$ cat config.mk
export PLATFORM = sky130hd
export DESIGN_NAME = fetch_ctrl_flat
export DESIGN_NICKNAME = d
export VERILOG_FILES = /design/src/rtl/fetch_pkg.sv /design/src/rtl/fetch_ctrl_if.sv /design/src/rtl/fetch_ctrl_pc_next.sv /design/src/rtl/fetch_ctrl.sv /design/src/flat_wrapper.sv
export SDC_FILE = /design/constraint.sdc
export NUM_CORES = 1
export LEC_CHECK = 0
export ABC_AREA = 1
export ABC_CLOCK_PERIOD_IN_PS = 2180
export BUFFER_PORTS_ARGS = -buffer_cell sky130_fd_sc_hd__buf_2
export CAP_MARGIN = 10
export CELL_PAD_IN_SITES_DETAIL_PLACEMENT = 1
export CELL_PAD_IN_SITES_GLOBAL_PLACEMENT = 2
export CORE_MARGIN = 2
export CORE_UTILIZATION = 29
export CTS_CLUSTER_DIAMETER = 100
export DETAILED_ROUTE_END_ITERATION = 16
export GPL_TIMING_DRIVEN = 0
export HOLD_SLACK_MARGIN = 0.1
export PLACE_DENSITY = 0.92
export SETUP_SLACK_MARGIN = 0.1
export SLEW_MARGIN = 20
export SYNTH_ARGS = -nofsm -noshare
export SYNTH_HDL_FRONTEND = slang
export SYNTH_SLANG_ARGS = --single-unit
$ cat constraint.sdc
create_clock -name clk -period 2.18 [get_ports clk]
set_input_delay 0.109 -clock clk [delete_from_list [all_inputs] [get_ports clk]]
set_output_delay 0.109 -clock clk [all_outputs]
set_load 0.01 [all_outputs]
$ cat src/rtl/fetch_pkg.sv
// Shared types and default widths for the program-fetch sequencer.
package fetch_pkg;

   localparam int PC_W  = 12;
   localparam int CNT_W = 16;

   typedef enum logic [1:0] {
      IDLE,
      RUN,
      DONE
   } fetch_state_t;

endpackage

$ cat src/rtl/fetch_ctrl_if.sv
// Host/decoder-facing bundle of the fetch sequencer.
interface fetch_ctrl_if
   import fetch_pkg::*;
#(
   parameter int D  = PC_W,
   parameter int CW = CNT_W
) ();

   logic          start;
   logic [D-1:0]  start_addr;
   logic          stall;
   logic          halt;
   logic          br_taken;
   logic          br_abs;
   logic [D-1:0]  br_target;
   logic [D-1:0]  prog_ctr;
   logic          fetch_valid;
   logic          busy;
   logic          done;
   logic [CW-1:0] instr_cnt;

   modport master (
      output start, start_addr, stall, halt,
      output br_taken, br_abs, br_target,
      input  prog_ctr, fetch_valid, busy, done,
      input  instr_cnt
   );

   modport slave (
      input  start, start_addr, stall, halt,
      input  br_taken, br_abs, br_target,
      output prog_ctr, fetch_valid, busy, done,
      output instr_cnt
   );

endinterface

$ cat src/rtl/fetch_ctrl_pc_next.sv
// Next-PC adder: sequential step or branch target, wrapping at 2**D.
module pc_next
   import fetch_pkg::*;
#(
   parameter int D = PC_W
) (
   input  logic [D-1:0] pc,
   input  logic         br_taken,
   input  logic         br_abs,
   input  logic [D-1:0] br_target,
   output logic [D-1:0] nxt
);

   localparam logic [D-1:0] ONE = {{(D-1){1'b0}}, 1'b1};

   // D-bit adds truncate, so relative offsets act as two's complement
   always_comb begin
      nxt = pc + ONE;
      if (br_taken) begin
         nxt = br_abs ? br_target : pc + br_target;
      end
   end

endmodule

$ cat src/rtl/fetch_ctrl.sv
// Fetch sequencer: PC register, launch/halt FSM and retired-instruction count.
module fetch_ctrl
   import fetch_pkg::*;
#(
   parameter int D  = PC_W,
   parameter int CW = CNT_W
) (
   input logic         clk,
   input logic         reset,
   fetch_ctrl_if.slave bus
);

   localparam logic [CW-1:0] CNT_ONE = {{(CW-1){1'b0}}, 1'b1};

   fetch_state_t  state, state_nxt;
   logic [D-1:0]  pc_q, pc_d, pc_adv;
   logic [CW-1:0] cnt_q, cnt_d, cnt_inc;

   pc_next #(.D(D)) u_pc_next (
      .pc        (pc_q),
      .br_taken  (bus.br_taken),
      .br_abs    (bus.br_abs),
      .br_target (bus.br_target),
      .nxt       (pc_adv)
   );

   assign cnt_inc = (cnt_q == '1) ? cnt_q : cnt_q + CNT_ONE;

   always_comb begin
      state_nxt = state;
      pc_d      = pc_q;
      cnt_d     = cnt_q;
      unique case (state)
         IDLE, DONE: begin
            if (bus.start) begin
               state_nxt = RUN;
               pc_d      = bus.start_addr;
               cnt_d     = '0;
            end
         end
         RUN: begin
            // halt outranks a simultaneous branch
            if (!bus.stall) begin
               cnt_d = cnt_inc;
               if (bus.halt) begin
                  state_nxt = DONE;
               end else begin
                  pc_d = pc_adv;
               end
            end
         end
         default: state_nxt = IDLE;
      endcase
   end

   always_ff @(posedge clk or posedge reset) begin
      if (reset) begin
         state <= IDLE;
         pc_q  <= '0;
         cnt_q <= '0;
      end else begin
         state <= state_nxt;
         pc_q  <= pc_d;
         cnt_q <= cnt_d;
      end
   end

   assign bus.prog_ctr    = pc_q;
   assign bus.instr_cnt   = cnt_q;
   assign bus.fetch_valid = (state == RUN);
   assign bus.busy        = (state == RUN);
   assign bus.done        = (state == DONE);

endmodule

$ cat src/flat_wrapper.sv
// flat-port wrapper written by rule: the top's interface ports become plain ports
module fetch_ctrl_flat import fetch_pkg::*;
#(
   parameter int D  = PC_W,
   parameter int CW = CNT_W
)
  (clk, reset, bus_start, bus_start_addr, bus_stall, bus_halt, bus_br_taken, bus_br_abs, bus_br_target, bus_prog_ctr, bus_fetch_valid, bus_busy, bus_done, bus_instr_cnt);
  fetch_ctrl_if #(.D(D), .CW(CW)) bus_i ();
  input logic clk;
  input logic reset;
  input wire logic [$bits(bus_i.start)-1:0] bus_start;
  input wire logic [$bits(bus_i.start_addr)-1:0] bus_start_addr;
  input wire logic [$bits(bus_i.stall)-1:0] bus_stall;
  input wire logic [$bits(bus_i.halt)-1:0] bus_halt;
  input wire logic [$bits(bus_i.br_taken)-1:0] bus_br_taken;
  input wire logic [$bits(bus_i.br_abs)-1:0] bus_br_abs;
  input wire logic [$bits(bus_i.br_target)-1:0] bus_br_target;
  output wire logic [$bits(bus_i.prog_ctr)-1:0] bus_prog_ctr;
  output wire logic [$bits(bus_i.fetch_valid)-1:0] bus_fetch_valid;
  output wire logic [$bits(bus_i.busy)-1:0] bus_busy;
  output wire logic [$bits(bus_i.done)-1:0] bus_done;
  output wire logic [$bits(bus_i.instr_cnt)-1:0] bus_instr_cnt;
  assign bus_i.start = bus_start;
  assign bus_i.start_addr = bus_start_addr;
  assign bus_i.stall = bus_stall;
  assign bus_i.halt = bus_halt;
  assign bus_i.br_taken = bus_br_taken;
  assign bus_i.br_abs = bus_br_abs;
  assign bus_i.br_target = bus_br_target;
  assign bus_prog_ctr = bus_i.prog_ctr;
  assign bus_fetch_valid = bus_i.fetch_valid;
  assign bus_busy = bus_i.busy;
  assign bus_done = bus_i.done;
  assign bus_instr_cnt = bus_i.instr_cnt;
  fetch_ctrl #(.D(D), .CW(CW)) u_core (.clk(clk), .reset(reset), .bus(bus_i));
endmodule
* After elaboration in Yosys (flattened, before gate mapping)
Index checks and enable logic that the tools add are counted.
Widths: inputs -> output; s select.
** Operators by class
- Add/sub/neg operators :: 3
- Equality and inequality tests :: 8
- Mux-type cells :: 14
- Reduce and logical (&&, ||, !) cells :: 6
** Operator list (count)
- $mux 12 :: 5
- $mux 16 :: 3
- $pmux 16 s2 :: 1
- $pmux 12 s2 :: 1
- $add 16x1->16 const B :: 1
- $eq 16x16->1 const B :: 1
- $add 12x1->12 const B :: 1
- $add 12x12->12 :: 1
- $ne 2x2->1 const B :: 5
- $reduce_and 4->1 :: 2
- $mux 2 :: 3
- $pmux 2 s2 :: 1
- $reduce_and 3->1 :: 1
- $eq 2x1->1 const B :: 1
- $eq 2x2->1 const B :: 1
- $logic_not 2->1 :: 1
- $reduce_bool 2->1 :: 1
- $reduce_or 2->1 :: 1
** Word-level totals
- Bits in registers :: 30
- Input bits :: 31
- Output and inout port bits :: 31
- Word-level logic and storage cells :: 34

* Longest topological paths before layout
- Word-level depth :: 6
- Mapped depth :: 14

* By module
From an unflattened synthesis, not the netlist that was laid out.
** Unflattened totals
- Cell total of the unflattened synthesis :: 438
- Area, all modules :: 2808.9 um2
** Modules (own cells, without submodules)
- fetch_ctrl :: instances 1, cells an instance 220, area an instance 1691.6 um2, seq. area each 750.7 um2
- pc_next :: instances 1, cells an instance 218, area an instance 1117.3 um2, seq. area each 0.0 um2

* Worst setup path before layout
No wires, ideal clock.
- Kind :: reg2reg
- Start :: register u_core.pc_q[0] (netlist: u_core.bus.prog_ctr[0])
- End :: register u_core.pc_q[6] (netlist: u_core.bus.prog_ctr[6])
- Setup time :: 0.126 ns
- Arrival :: 1.771 ns
- Slack :: 0.283 ns
- Cell stages (with the launch flop) :: 14
- Buffers on the path :: 0
- Cell sequence :: dfrtp_1 ha_1 inv_1 fa_1 inv_1 nand3_1 nand3_1 nand2_1 nand3_1 nand3_1 nand2_1 nand3_1 nand2_1 o21ai_0
** On the way
- Longest elaborated chain between the ends :: 6
- Elaborated cells on any way between the ends :: 7
- Classes of those cells :: add/sub (2); mux (5)
** RTL lines
- from (decl) :: RTL line fetch_ctrl.sv:16 : logic [D-1:0] pc_q, pc_d, pc_adv;
- from (signal assigned) :: RTL line fetch_ctrl.sv:63 : pc_q <= pc_d;
- $add 12x12->12 :: RTL line fetch_ctrl_pc_next.sv:20 : nxt = br_abs ? br_target : pc + br_target;
- $mux 12 :: RTL line fetch_ctrl_pc_next.sv:20
- $mux 12 (*) :: RTL line fetch_ctrl_pc_next.sv:19 : if (br_taken) begin
- $mux 12 (*) :: RTL line fetch_ctrl.sv:45 : if (bus.halt) begin
- $mux 12 (*) :: RTL line fetch_ctrl.sv:43 : if (!bus.stall) begin
- $pmux 12 s2 (*) :: RTL line fetch_ctrl.sv:33 : unique case (state)
Every way passes the cells marked *; elsewhere a longest branch is shown, timed or not. The select of a mux whose other input is x is not followed.
A chain may end at the register's enable or synchronous reset.

* Worst setup path in the final report
- Start :: register u_core.pc_q[8] (netlist: u_core.bus.prog_ctr[8])
- End :: register u_core.pc_q[9] (netlist: u_core.bus.prog_ctr[9])
The elaborated chain is that of the path after synthesis.

==> Implementation_results.wiki <==
{| class="wikitable"
! Metric !! Value
|-
| Worst hold slack after final layout || 0.108 ns
|-
| Layout Cell Area excl Fill || 3490 sq um
|-
| Combinational share of power || 0.650
|-
| Smallest setup slack after layout || 0.211 ns
|-
| Fillcell total || 1317
|-
| Yosys warning total || 0
|-
| Worst supply voltage drop on vdd || 318 uV
|-
| First-pass GRT wire length || 16.3 mm
|-
| Cell-by-cell trace of the critical path || ha_1 > nand2_1 > nor2_1 > nand3_1 > nand4_1 > nand3_1 > nand2_1 > nand2_1 > nand2_1 > nand2_1
|-
| Pre-CTS WS || -0.00427 ns
|-
| Root buffer selected by CTS || sky130_fd_sc_hd__clkbuf_8
|-
| Endpoint kind of the worst setup timing path || register
|-
| Sw Share || 0.532
|-
| Placed Cells || 655
|-
| Finish-stage setup viols || 0
|-
| Vias post-DR || 3248
|-
| RSZ-0062 raised after global routing || true
|-
| Class of the tightest hold or removal check || input port to register
|-
| GRT Overall Usage || 0.198
|-
| NetSw || 0.00214 W
|-
| Async set or reset register ratio after synthesis || 1.00
|-
| Reg area || 754 sq um
|-
| Largest net degree at the start of global routing || 31
|-
| Slew Limit Fails || 0
|-
| Actual slew at the worst max-slew pin || 0.680 ns
|-
| Max-Cap Viols || 0
|-
| Cell Pwr Density || 1150 nW/um^2
|-
| Result of the run || finished clean
|-
| Fraction of layout cells with a size suffix above 1 || 0.206
|-
| Dominant synthesized flop cell || sky130_fd_sc_hd__dfrtp_1
|-
| Seq/Total Area, Yosys || 0.262
|-
| Congestion Overflow GR || 0
|-
| Path type of the worst setup path || register to register
|-
| Number of distinct library cells after synthesis || 34
|-
| Slowest-stage cell, CP || sky130_fd_sc_hd__dfrtp_1
|-
| Maximum achievable frequency || 0.508 GHz
|-
| Area added between synthesis and finish || 22.1%
|-
| Type of origin of the critical path || register
|-
| Number of global-route vias before repair || 3372
|-
| Crit path time final || 1.97 ns
|-
| Clock power frac || 0.108
|-
| Number of antenna diodes || 0
|-
| Number of antenna violations at the first check in global routing || 1
|-
| CTS tree || done
|-
| Final net count || 579
|-
| DRC violation count after routing || 0
|-
| Total leakage power || 1.79 nW
|-
| Clock-pin slew reported for the worst setup and hold paths after clock tree synthesis || 0.07 ns
|-
| Internal Pwr Total || 0.00188 W
|-
| Final Hold Viols || 0
|-
| Overall die width || 103 um
|-
| Worst Clk Skew || 0.00786 ns
|-
| Multi-input gate area in the final layout || 1840 sq um
|-
| Data arrival, critical path || 2.15 ns
|-
| Number of DRC markers in iteration 0 || 81
|-
| Delay of the slowest cell on the worst path || 0.46 ns
|-
| HPWL Detailed || 7.86 mm
|-
| RD Place Congestion || 0.850
|-
| Net count after synthesis || 506
|-
| Post-Syn Instances || 461
|-
| Syn avg cell area || 6.21 sq um
|-
| Die footprint || 10700 sq um
|-
| Most common cell on crit path || sky130_fd_sc_hd__nand2_1
|-
| Relative max-transition margin || 0.546
|-
| Count of TritonRoute iterations in the first routing pass || 4
|-
| Maximum clock path buffer count || 2
|-
| #FFs+latches synth || 30
|-
| Total I/O pin count || 62
|-
| Port Buf Inserts || 61
|-
| Count of clock tree sinks || 30
|-
| Avg WL per Cell || 14.7 um
|-
| Placed cell area || 3330 sq um
|-
| Post-route ant nets || 0
|-
| Utilization after layout || 0.361
|-
| Total clock buffers created by CTS || 5
|-
| Data required time at the worst endpoint || 2.36 ns
|-
| Part of the total power dissipated in sequential elements || 0.243
|-
| Tcrit/Tclk final || 0.903
|-
| Fin cells || 667
|-
| Effective utilization at floorplan || 0.295
|-
| Largest fanout of any net on the critical path || 7
|-
| Post-Syn Area || 2860 sq um
|-
| Area of the core || 9680 sq um
|-
| Wirelength, routed || 9.80 mm
|-
| Std-Cell Rows || 36
|-
| Number of enable flip-flop cells after synthesis || 0
|-
| Number of vias per cell after detailed routing || 4.87
|-
| Clock latency reported for the late side of the worst-skew pair || 0.28 ns
|-
| Deepest level of the CTS H-tree || 2
|-
| Overall die height || 103 um
|}
==> final timing paths <==
path	startpoint	endpoint	slack, ns	cells after the start
min in group asynchronous	reset	u_core.bus.instr_cnt[6]	0.47	3
max in group asynchronous	reset	u_core.bus.instr_cnt[0]	1.23	3
hold / removal	bus_halt	u_core.state[1]	0.11	3
setup / recovery	u_core.bus.prog_ctr[8]	u_core.bus.prog_ctr[9]	0.21	10
hold reg to reg	u_core.bus.instr_cnt[14]	u_core.bus.instr_cnt[14]	0.53	2
setup reg to reg	u_core.bus.prog_ctr[8]	u_core.bus.prog_ctr[9]	0.21	10
==> sequential cells by signal (all words and copies together) (netlist names) <==
register and count:
u_core.state 2, u_core.bus.instr_cnt 16, u_core.bus.prog_ctr 12
==> repair_timing <==
action,in CTS,in global routing
buffers inserted,1,0
hold buffers,4,0
endpoints found under the setup margin,3,21
gates resized for setup,2,8
endpoints found under the hold margin,33,0
==> layout make-up <==
type	instances	area share
buffer	11	0.0229
clock buffer	5	0.0197
clock inverter	2	0.00287
inverter	59	0.0634
multi-input combinational	361	0.527
sequential	30	0.216
tap	133	0.0476
timing repair buffer	66	0.101
==> logic make-up after synthesis <==
kind of cell	Yosys count	synth area share
compound gates	54	0.114
xor+xnor	7	0.0214
fa+ha+maj	14	0.0638
buf+inv	70	0.105
flops	30	0.262
simple gates	286	0.434
==> layout by cell type (no fill, tap or decap), types with 7 or more instances in the layout <==
cell type and n:
sky130_fd_sc_hd__nor3_1 11, sky130_fd_sc_hd__o21ai_2 8, sky130_fd_sc_hd__dfrtp_1 27, sky130_fd_sc_hd__inv_1 51, sky130_fd_sc_hd__a21oi_1 9, sky130_fd_sc_hd__nor2_1 62, sky130_fd_sc_hd__inv_2 7, sky130_fd_sc_hd__nand3_1 52
sky130_fd_sc_hd__buf_2 64, sky130_fd_sc_hd__ha_1 11, sky130_fd_sc_hd__o21ai_0 25, sky130_fd_sc_hd__nand2_1 134, sky130_fd_sc_hd__nand4_1 12
==> stage by stage <==
stage               setup TNS, ns  total power [W]
floorplan                       0          0.00273
global placement                0          0.00345
detailed placement       -0.00427          0.00356
CTS                             0          0.00404
global route                    0          0.00449
finish                          0          0.00403
==> synthesized netlist by cell type, types with 2 or more instances <==
cell	count	area share
sky130_fd_sc_hd__nand2_2	3	0.0066
sky130_fd_sc_hd__a21oi_1	11	0.019
sky130_fd_sc_hd__xor2_1	5	0.015
sky130_fd_sc_hd__inv_2	6	0.0079
sky130_fd_sc_hd__or2_2	5	0.011
sky130_fd_sc_hd__o21ai_2	8	0.024
sky130_fd_sc_hd__nand4_1	12	0.026
sky130_fd_sc_hd__ha_1	13	0.057
sky130_fd_sc_hd__buf_2	4	0.0070
sky130_fd_sc_hd__nand2_1	134	0.18
sky130_fd_sc_hd__xnor2_1	2	0.0061
sky130_fd_sc_hd__clkbuf_1	4	0.0052
sky130_fd_sc_hd__o211ai_1	3	0.0079
sky130_fd_sc_hd__nor3_1	11	0.019
sky130_fd_sc_hd__dfrtp_1	30	0.26
sky130_fd_sc_hd__inv_1	52	0.068
sky130_fd_sc_hd__o21ai_0	26	0.045
sky130_fd_sc_hd__nand3_1	53	0.093
sky130_fd_sc_hd__o221ai_1	3	0.0092
sky130_fd_sc_hd__nor2_1	62	0.081
==> power by group through the flow <==
stage               Combinational [W]  Clock [W]  Sequential (W)
global placement              0.00248          0        0.000977
global route                  0.00300   0.000483         0.00101
CTS                           0.00262   0.000455        0.000970
floorplan                     0.00176          0        0.000968
detailed placement            0.00257          0        0.000988
finish                        0.00262   0.000433        0.000977
==> worst max-delay path, delay by kind of cell, from the launching register on <==
kind / cells / cell delay (ns)
adder cells (fa/ha/maj): 1 / 0.41
flip-flops: 1 / 0.46
AND/OR/NAND/NOR: 9 / 0.99
==> routing by layer <==
metal  vias up  global-route usage  wire length, um
li1       1644                   -                -
met1      1539               0.227             4210
met2        51               0.386             5140
met3        12              0.0255              297
met5         -                   0                7
met4         2              0.0466              141
Power figures use the tool's default switching activity.
